<file path="src/rtl/carry_chain_add_pkg.sv">
// rtl/carry_chain_add_pkg.sv - shared constants and sizing helpers for the chunked carry-chain adder
package carry_chain_pkg;

    localparam int CHUNK_DEFAULT = 4;

    // Pipeline depth: one stage per chunk of operand bits.
    function automatic int stage_count(input int width, input int chunk);
        return width / chunk;
    endfunction

    // Legal only when the operand splits into whole, non-empty chunks.
    function automatic bit width_fits(input int width, input int chunk);
        return (chunk >= 1) && (width >= chunk) && ((width % chunk) == 0);
    endfunction

endpackage

</file>
<file path="src/rtl/carry_chain_add_if.sv">
// rtl/carry_chain_add_if.sv - operand/result bundle for the carry-chain adder
interface carry_chain_add_if #(
    parameter int WIDTH = 16
);
    logic             CE;
    logic             IV;
    logic [WIDTH-1:0] A;
    logic [WIDTH-1:0] B;
    logic             CI;
    logic             SUB;
    logic [WIDTH-1:0] O;
    logic             CO;
    logic             OV;

    modport master (
        output CE, IV, A, B, CI, SUB,
        input  O, CO, OV
    );

    modport slave (
        input  CE, IV, A, B, CI, SUB,
        output O, CO, OV
    );
endinterface

</file>
<file path="src/rtl/carry_chain_add_chunk.sv">
// rtl/carry_chain_add_chunk.sv - one registered CHUNK-wide ripple slice of the carry chain
module carry_chunk #(
    parameter int CHUNK = 4
) (
    input  logic             C,
    input  logic             CLR,
    input  logic             CE,
    input  logic             vi,
    input  logic             ci,
    input  logic [CHUNK-1:0] a,
    input  logic [CHUNK-1:0] b,
    output logic [CHUNK-1:0] sum_q,
    output logic             co_q,
    output logic             vo_q
);

    logic [CHUNK-1:0] p;
    logic [CHUNK-1:0] s;
    logic [CHUNK:0]   c;

    // Per-bit propagate and sum, carry rippling LSB to MSB inside the slice.
    always_comb begin
        p    = '0;
        s    = '0;
        c    = '0;
        c[0] = ci;
        for (int i = 0; i < CHUNK; i++) begin
            p[i]     = a[i] ^ b[i];
            s[i]     = p[i] ^ c[i];
            c[i + 1] = (a[i] & b[i]) | (p[i] & c[i]);
        end
    end

    // Slice register: sum, carry-out and the valid bit travel together.
    always_ff @(posedge C or posedge CLR) begin
        if (CLR) begin
            sum_q <= '0;
            co_q  <= 1'b0;
            vo_q  <= 1'b0;
        end else if (CE) begin
            sum_q <= s;
            co_q  <= c[CHUNK];
            vo_q  <= vi;
        end
    end

endmodule

</file>
<file path="src/rtl/carry_chain_add.sv">
// rtl/carry_chain_add.sv - pipelined adder/subtractor resolving CHUNK bits of carry per stage
module carry_chain_add
    import carry_chain_pkg::*;
#(
    parameter int WIDTH = 16,
    parameter int CHUNK = CHUNK_DEFAULT
) (
    input logic               C,
    input logic               CLR,
    carry_chain_add_if.slave  bus
);

    localparam int STAGES = stage_count(WIDTH, CHUNK);

    if (!width_fits(WIDTH, CHUNK)) begin : g_bad_params
        $error("carry_chain_add: WIDTH must be a positive multiple of CHUNK");
    end

    // Subtraction is A + ~B + 1; CI only matters in add mode.
    logic [WIDTH-1:0] b_eff;
    logic             ci_eff;
    assign b_eff  = bus.SUB ? ~bus.B : bus.B;
    assign ci_eff = bus.SUB | bus.CI;

    logic [CHUNK-1:0]  sum_q [STAGES];
    logic [STAGES-1:0] co_q;
    logic [STAGES-1:0] vo_q;
    logic [WIDTH-1:0]  o_vec;

    for (genvar k = 0; k < STAGES; k++) begin : g_stage
        logic [CHUNK-1:0] a_in;
        logic [CHUNK-1:0] b_in;
        logic             ci_in;
        logic             vi_in;

        if (k == 0) begin : g_first
            assign a_in  = bus.A[CHUNK-1:0];
            assign b_in  = b_eff[CHUNK-1:0];
            assign ci_in = ci_eff;
            assign vi_in = bus.IV;
        end else begin : g_skew
            logic [CHUNK-1:0] a_dly [k];
            logic [CHUNK-1:0] b_dly [k];

            // Input skew: operand chunk k waits k enabled cycles for its carry.
            always_ff @(posedge C or posedge CLR) begin
                if (CLR) begin
                    for (int i = 0; i < k; i++) begin
                        a_dly[i] <= '0;
                        b_dly[i] <= '0;
                    end
                end else if (bus.CE) begin
                    a_dly[0] <= bus.A[k*CHUNK +: CHUNK];
                    b_dly[0] <= b_eff[k*CHUNK +: CHUNK];
                    for (int i = 1; i < k; i++) begin
                        a_dly[i] <= a_dly[i - 1];
                        b_dly[i] <= b_dly[i - 1];
                    end
                end
            end

            assign a_in  = a_dly[k - 1];
            assign b_in  = b_dly[k - 1];
            assign ci_in = co_q[k - 1];
            assign vi_in = vo_q[k - 1];
        end

        carry_chunk #(
            .CHUNK (CHUNK)
        ) u_chunk (
            .C     (C),
            .CLR   (CLR),
            .CE    (bus.CE),
            .vi    (vi_in),
            .ci    (ci_in),
            .a     (a_in),
            .b     (b_in),
            .sum_q (sum_q[k]),
            .co_q  (co_q[k]),
            .vo_q  (vo_q[k])
        );

        if (k == STAGES - 1) begin : g_last
            assign o_vec[k*CHUNK +: CHUNK] = sum_q[k];
        end else begin : g_deskew
            logic [CHUNK-1:0] r_dly [STAGES-1-k];

            // Output deskew: early chunks wait so the whole result lands at once.
            always_ff @(posedge C or posedge CLR) begin
                if (CLR) begin
                    for (int i = 0; i < STAGES - 1 - k; i++) begin
                        r_dly[i] <= '0;
                    end
                end else if (bus.CE) begin
                    r_dly[0] <= sum_q[k];
                    for (int i = 1; i < STAGES - 1 - k; i++) begin
                        r_dly[i] <= r_dly[i - 1];
                    end
                end
            end

            assign o_vec[k*CHUNK +: CHUNK] = r_dly[STAGES-2-k];
        end
    end

    assign bus.O  = o_vec;
    assign bus.CO = co_q[STAGES-1];
    assign bus.OV = vo_q[STAGES-1];

endmodule
</file>
<file path="src/flat_wrapper.sv">
// flat-port wrapper written by rule: the top's interface ports become plain ports
module carry_chain_add_flat import carry_chain_pkg::*;
#(
    parameter int WIDTH = 16,
    parameter int CHUNK = CHUNK_DEFAULT
)
  (C, CLR, bus_CE, bus_IV, bus_A, bus_B, bus_CI, bus_SUB, bus_O, bus_CO, bus_OV);
  carry_chain_add_if #(.WIDTH(WIDTH)) bus_i ();
  input logic C;
  input logic CLR;
  input wire logic [$bits(bus_i.CE)-1:0] bus_CE;
  input wire logic [$bits(bus_i.IV)-1:0] bus_IV;
  input wire logic [$bits(bus_i.A)-1:0] bus_A;
  input wire logic [$bits(bus_i.B)-1:0] bus_B;
  input wire logic [$bits(bus_i.CI)-1:0] bus_CI;
  input wire logic [$bits(bus_i.SUB)-1:0] bus_SUB;
  output wire logic [$bits(bus_i.O)-1:0] bus_O;
  output wire logic [$bits(bus_i.CO)-1:0] bus_CO;
  output wire logic [$bits(bus_i.OV)-1:0] bus_OV;
  assign bus_i.CE = bus_CE;
  assign bus_i.IV = bus_IV;
  assign bus_i.A = bus_A;
  assign bus_i.B = bus_B;
  assign bus_i.CI = bus_CI;
  assign bus_i.SUB = bus_SUB;
  assign bus_O = bus_i.O;
  assign bus_CO = bus_i.CO;
  assign bus_OV = bus_i.OV;
  carry_chain_add #(.WIDTH(WIDTH), .CHUNK(CHUNK)) u_core (.C(C), .CLR(CLR), .bus(bus_i));
endmodule
</file>
<file path="config.mk">
export PLATFORM = sky130hd
export DESIGN_NAME = carry_chain_add_flat
export DESIGN_NICKNAME = d
export VERILOG_FILES = /design/src/rtl/carry_chain_add_pkg.sv /design/src/rtl/carry_chain_add_if.sv /design/src/rtl/carry_chain_add_chunk.sv /design/src/rtl/carry_chain_add.sv /design/src/flat_wrapper.sv
export SDC_FILE = /design/constraint.sdc
export NUM_CORES = 1
export LEC_CHECK = 0
export CAP_MARGIN = 20
export CORE_ASPECT_RATIO = 0.5
export CORE_MARGIN = 5
export CORE_UTILIZATION = 53
export DETAILED_ROUTE_END_ITERATION = 6
export GPL_ROUTABILITY_DRIVEN = 0
export GPL_TIMING_DRIVEN = 0
export PLACE_DENSITY = 0.77
export SYNTH_ARGS = -nofsm -noshare
export SYNTH_HDL_FRONTEND = slang
export SYNTH_SLANG_ARGS = --single-unit
</file>
<file path="constraint.sdc">
create_clock -name C -period 8.85 [get_ports C]
set_clock_uncertainty 0.15 [all_clocks]
set_input_delay 1.77 -clock C [delete_from_list [all_inputs] [get_ports C]]
set_output_delay 1.77 -clock C [all_outputs]
set_load 0.01 [all_outputs]
</file>
==> impl_results.md, run 1 <==
- Clock slew at reported path FFs: 0.06 ns
- Post-CTS setup buffers: 0
- Antenna violations before repair: 0
- Slowest Stage Delay on Critical Path: 0.42 ns
- Num CTS Buffers: 9
- Filler cells: 561
- Crit. End Element: register
- Slew Limit Fails: 0
- Die area: approximately 0.010 sq mm
- DR DRC count: 0
- Hold path cells: 1
- Synth cell count leaders: 96 x dfrtp_1, 40 x mux2_4, 28 x inv_1
- Peak supply drop: roughly 0.11 mV
- RSZ-0062 raised after global routing: no
- Largest net degree at the start of global routing: 55
- Final period util: 47.6%
- PwrDens: 251 mW/mm^2
- Setup TNS: 0 ns
- Synth cell types: 15
- Rel. slew slack: 62.6%
- Max-cap violations: 0
- Detailed-route via count: 2,441
- Post-synth EDFFs: 0
- Crit Path Category: in -> reg
- First-iteration detailed-routing DRC count: 78
- Max Buffers Root-to-Sink: 2
- Reg2reg end: u_core.g_stage[2].u_chunk.sum_q[3]
- Area Overhead vs Synth: 22.4%
- Vias per inst: 4.96
- Cell taking the most area after synthesis: dfrtp_1
- Most frequent cell after synthesis: dfrtp_1
- Tot Pwr: 1320 uW
- Post-DP HPWL: 6000 microns
- Antenna Nets Post-Route: 0
- Worst-path maximum fanout: 1
- FF+latch count, synth: 96
- Htree depth: 3
- Async SR Flop Fraction: 100%
- Synth area leaders: dfrtp_1 56%, mux2_4 14%, fa_1 7.4%
- Fin. Hold Viols: 0
- Avg WL per Cell: 16.9 microns
- Final WL: 8310 microns
- Die H: roughly 74 microns
- Final setup viols: 0
- CP arrival: ~4.3 ns
- Root Buffer: clkbuf_16
- Core footprint: ~0.0080 sq mm
- Multi-input gate area: around 0.0016 sq mm
- Clock latency on the worst-skew pair: between 0.3 and 0.4 ns
- Chip Width: about 140 microns
- Synth top area share: a little under three fifths
- Worst-Margin Slew: approximately 0.56 ns
- Min Tclk post-route: 4.21 ns
- Cells on worst reg2reg path: 8
- PortBufs: 53
- Top FF cell, synth: dfrtp_1
- Leakage: 0.00241 uW
- Most used cell, CP: fa_1
- CP max stage cell: clkdlybuf4s50_1
- Register area share after synthesis: roughly 56%
- Hold Buf Count CTS: 0
- Post-layout util: 66.2%
- HP Class: reg -> reg
- Reg2Reg Setup Slack: roughly 6.3 ns
- Syn. warnings: 0
- Antenna cells: 0
- Hold path endpoint: u_core.g_stage[1].g_deskew.r_dly[6]
- Share of cells above drive strength 1: 26.6%
- Syn Inst Count: 310
- CTS sink cnt: 96
- Worst min-delay path startpoint: u_core.g_stage[1].g_deskew.r_dly[6]
- Syn avg cell area: 13.9 sq um
- I/O pin cnt: 56
- Row count: 23
- Area of the mapped netlist: about 0.0043 sq mm
- Synth Net Count: 364
- Worst path cell trace: clkdlybuf4s50_1, xnor2_1, fa_1, fa_1, fa_1, inv_1, fa_1, mux2_4
- GRT overflow: 0
- Fmax: 238 MHz
- # resized after CTS: 0
- R2R Path Start: u_core.g_stage[2].b_in[0]
- Required @ worst endpoint: 8.92 ns
- GRT Total Usage: a little under a fifth
- Initial Util: 54.1%
- Pre-antenna DRT Iters: 5
- First-pass GRT wire length: 14,100 microns
- Post-layout net count: 429
- Startpoint Class: input port
- Final worst slack: 4.64 ns
- Reg area: 0.00240 sq mm
- Setup WS pre-CTS: 4.27 ns
- Number of global-route vias before repair: 2,825
- CTS tree: done
- Outcome: completed
## critical path: cells and delay by family
kind       cells  cell delay, ns
fa+ha+maj      4            1.59
buf+inv        2            0.50
mux            1            0.27
xor+xnor       1            0.15
## power by group
group	switching (uW)	internal, uW	total, uW
combinational	134	228	362
clock	153	196	349
sequential	63.5	548	612
## how the worst max path moves through the flow
stage | from | endpoint
2_1_floorplan | CLR | u_core.bus.O[0]
3_3_place_gp | CLR | u_core.bus.O[0]
3_5_place_dp | bus_B[0] | u_core.g_stage[0].u_chunk.sum_q[3]
4_1_cts | bus_B[0] | u_core.g_stage[0].u_chunk.sum_q[3]
5_1_grt | bus_B[0] | u_core.g_stage[0].u_chunk.sum_q[3]
6_report | bus_B[0] | u_core.g_stage[0].u_chunk.sum_q[3]
## placed cells by master, fill, tap and decap left out
cell type,instances
clkdlybuf4s50_1,53
xnor2_1,15
inv_1,27
mux2_4,40
clkinv_2,4
mux2_2,21
clkbuf_16,9
clkbuf_1,2
dfrtp_1,96
o21ai_0,11
buf_4,11
buf_6,7
nand2_1,11
xor2_1,1
fa_1,16
a21oi_1,22
buf_2,6
clkbuf_8,1
nor2_1,23
buf_16,1
mux2i_1,2
inv_4,1
## state kept, by name, summed over array words and instances, names as in the netlist
signal and count:
u_core.bus.O 8, u_core.g_stage.g_deskew.r_dly 16, u_core.g_stage.b_in 12, u_core.g_stage.u_chunk.sum_q 16
u_core.g_stage.g_skew.b_dly 12, u_core.g_stage.u_chunk.vo_q 4, u_core.g_stage.u_chunk.co_q 4, u_core.g_stage.g_skew.a_dly 12
u_core.g_stage.a_in 12
## routing by layer
metal	global-route usage, %	part of all wire [%]	vias to the layer above
li1	-	-	1122
met1	22.9	43	1252
met2	32.1	51	53
met3	4.79	4.7	14
met4	6.97	1.8	0
met5	0	0	-
## stage by stage
step / hold WS, ns / area, sq um / std cells
2_1_floorplan: 0.299 / 4310 / 310
3_3_place_gp: 0.314 / 4980 / 475
3_5_place_dp: 0.342 / 5010 / 476
4_1_cts: 0.358 / 5280 / 492
5_1_grt: 0.371 / 5280 / 492
6_report: 0.355 / 5280 / 492
## area by class of cell
| type | count | area share, % |
|---|---|---|
| flip-flops and latches | 96 | 45.5 |
| inverters | 28 | 2.04 |
| repair buffers | 54 | 10.6 |
| clock buffers | 12 | 4.67 |
| well taps | 112 | 2.66 |
| multi-input cells | 162 | 30.5 |
| clock inverters | 4 | 0.379 |
| plain buffers | 24 | 3.63 |
## cells by family (layout without fill, tap and decap cells)
logic type / count (synthesis) / in the layout / share of synthesized area [%]
compound gates: 33 / 33 / 3.83
xor+xnor: 16 / 16 / 3.25
fa+ha+maj: 16 / 16 / 7.43
buf+inv: 52 / 122 / 6.88
flops: 96 / 96 / 55.7
mux: 63 / 63 / 19.9
simple gates: 34 / 34 / 2.96
Note: power is estimated with default switching activity, not from simulation.
==> run 2: changes to the inputs <==
- clock period: 8.85 -> 3.9 ns (I/O delays scaled with it)
==> results of run 2 <==
Same layout as run 1 (identical final DEF). Status: completed.
Main changes from that run: setup slack after placement 4.27 ns -> 0.306 ns; setup slack after layout 4.64 ns -> 0.680 ns; register-to-register setup slack 6.26 ns -> 1.31 ns; total power 1320 uW -> 3000 uW; worst IR drop on VDD 0.111 mV -> 0.252 mV
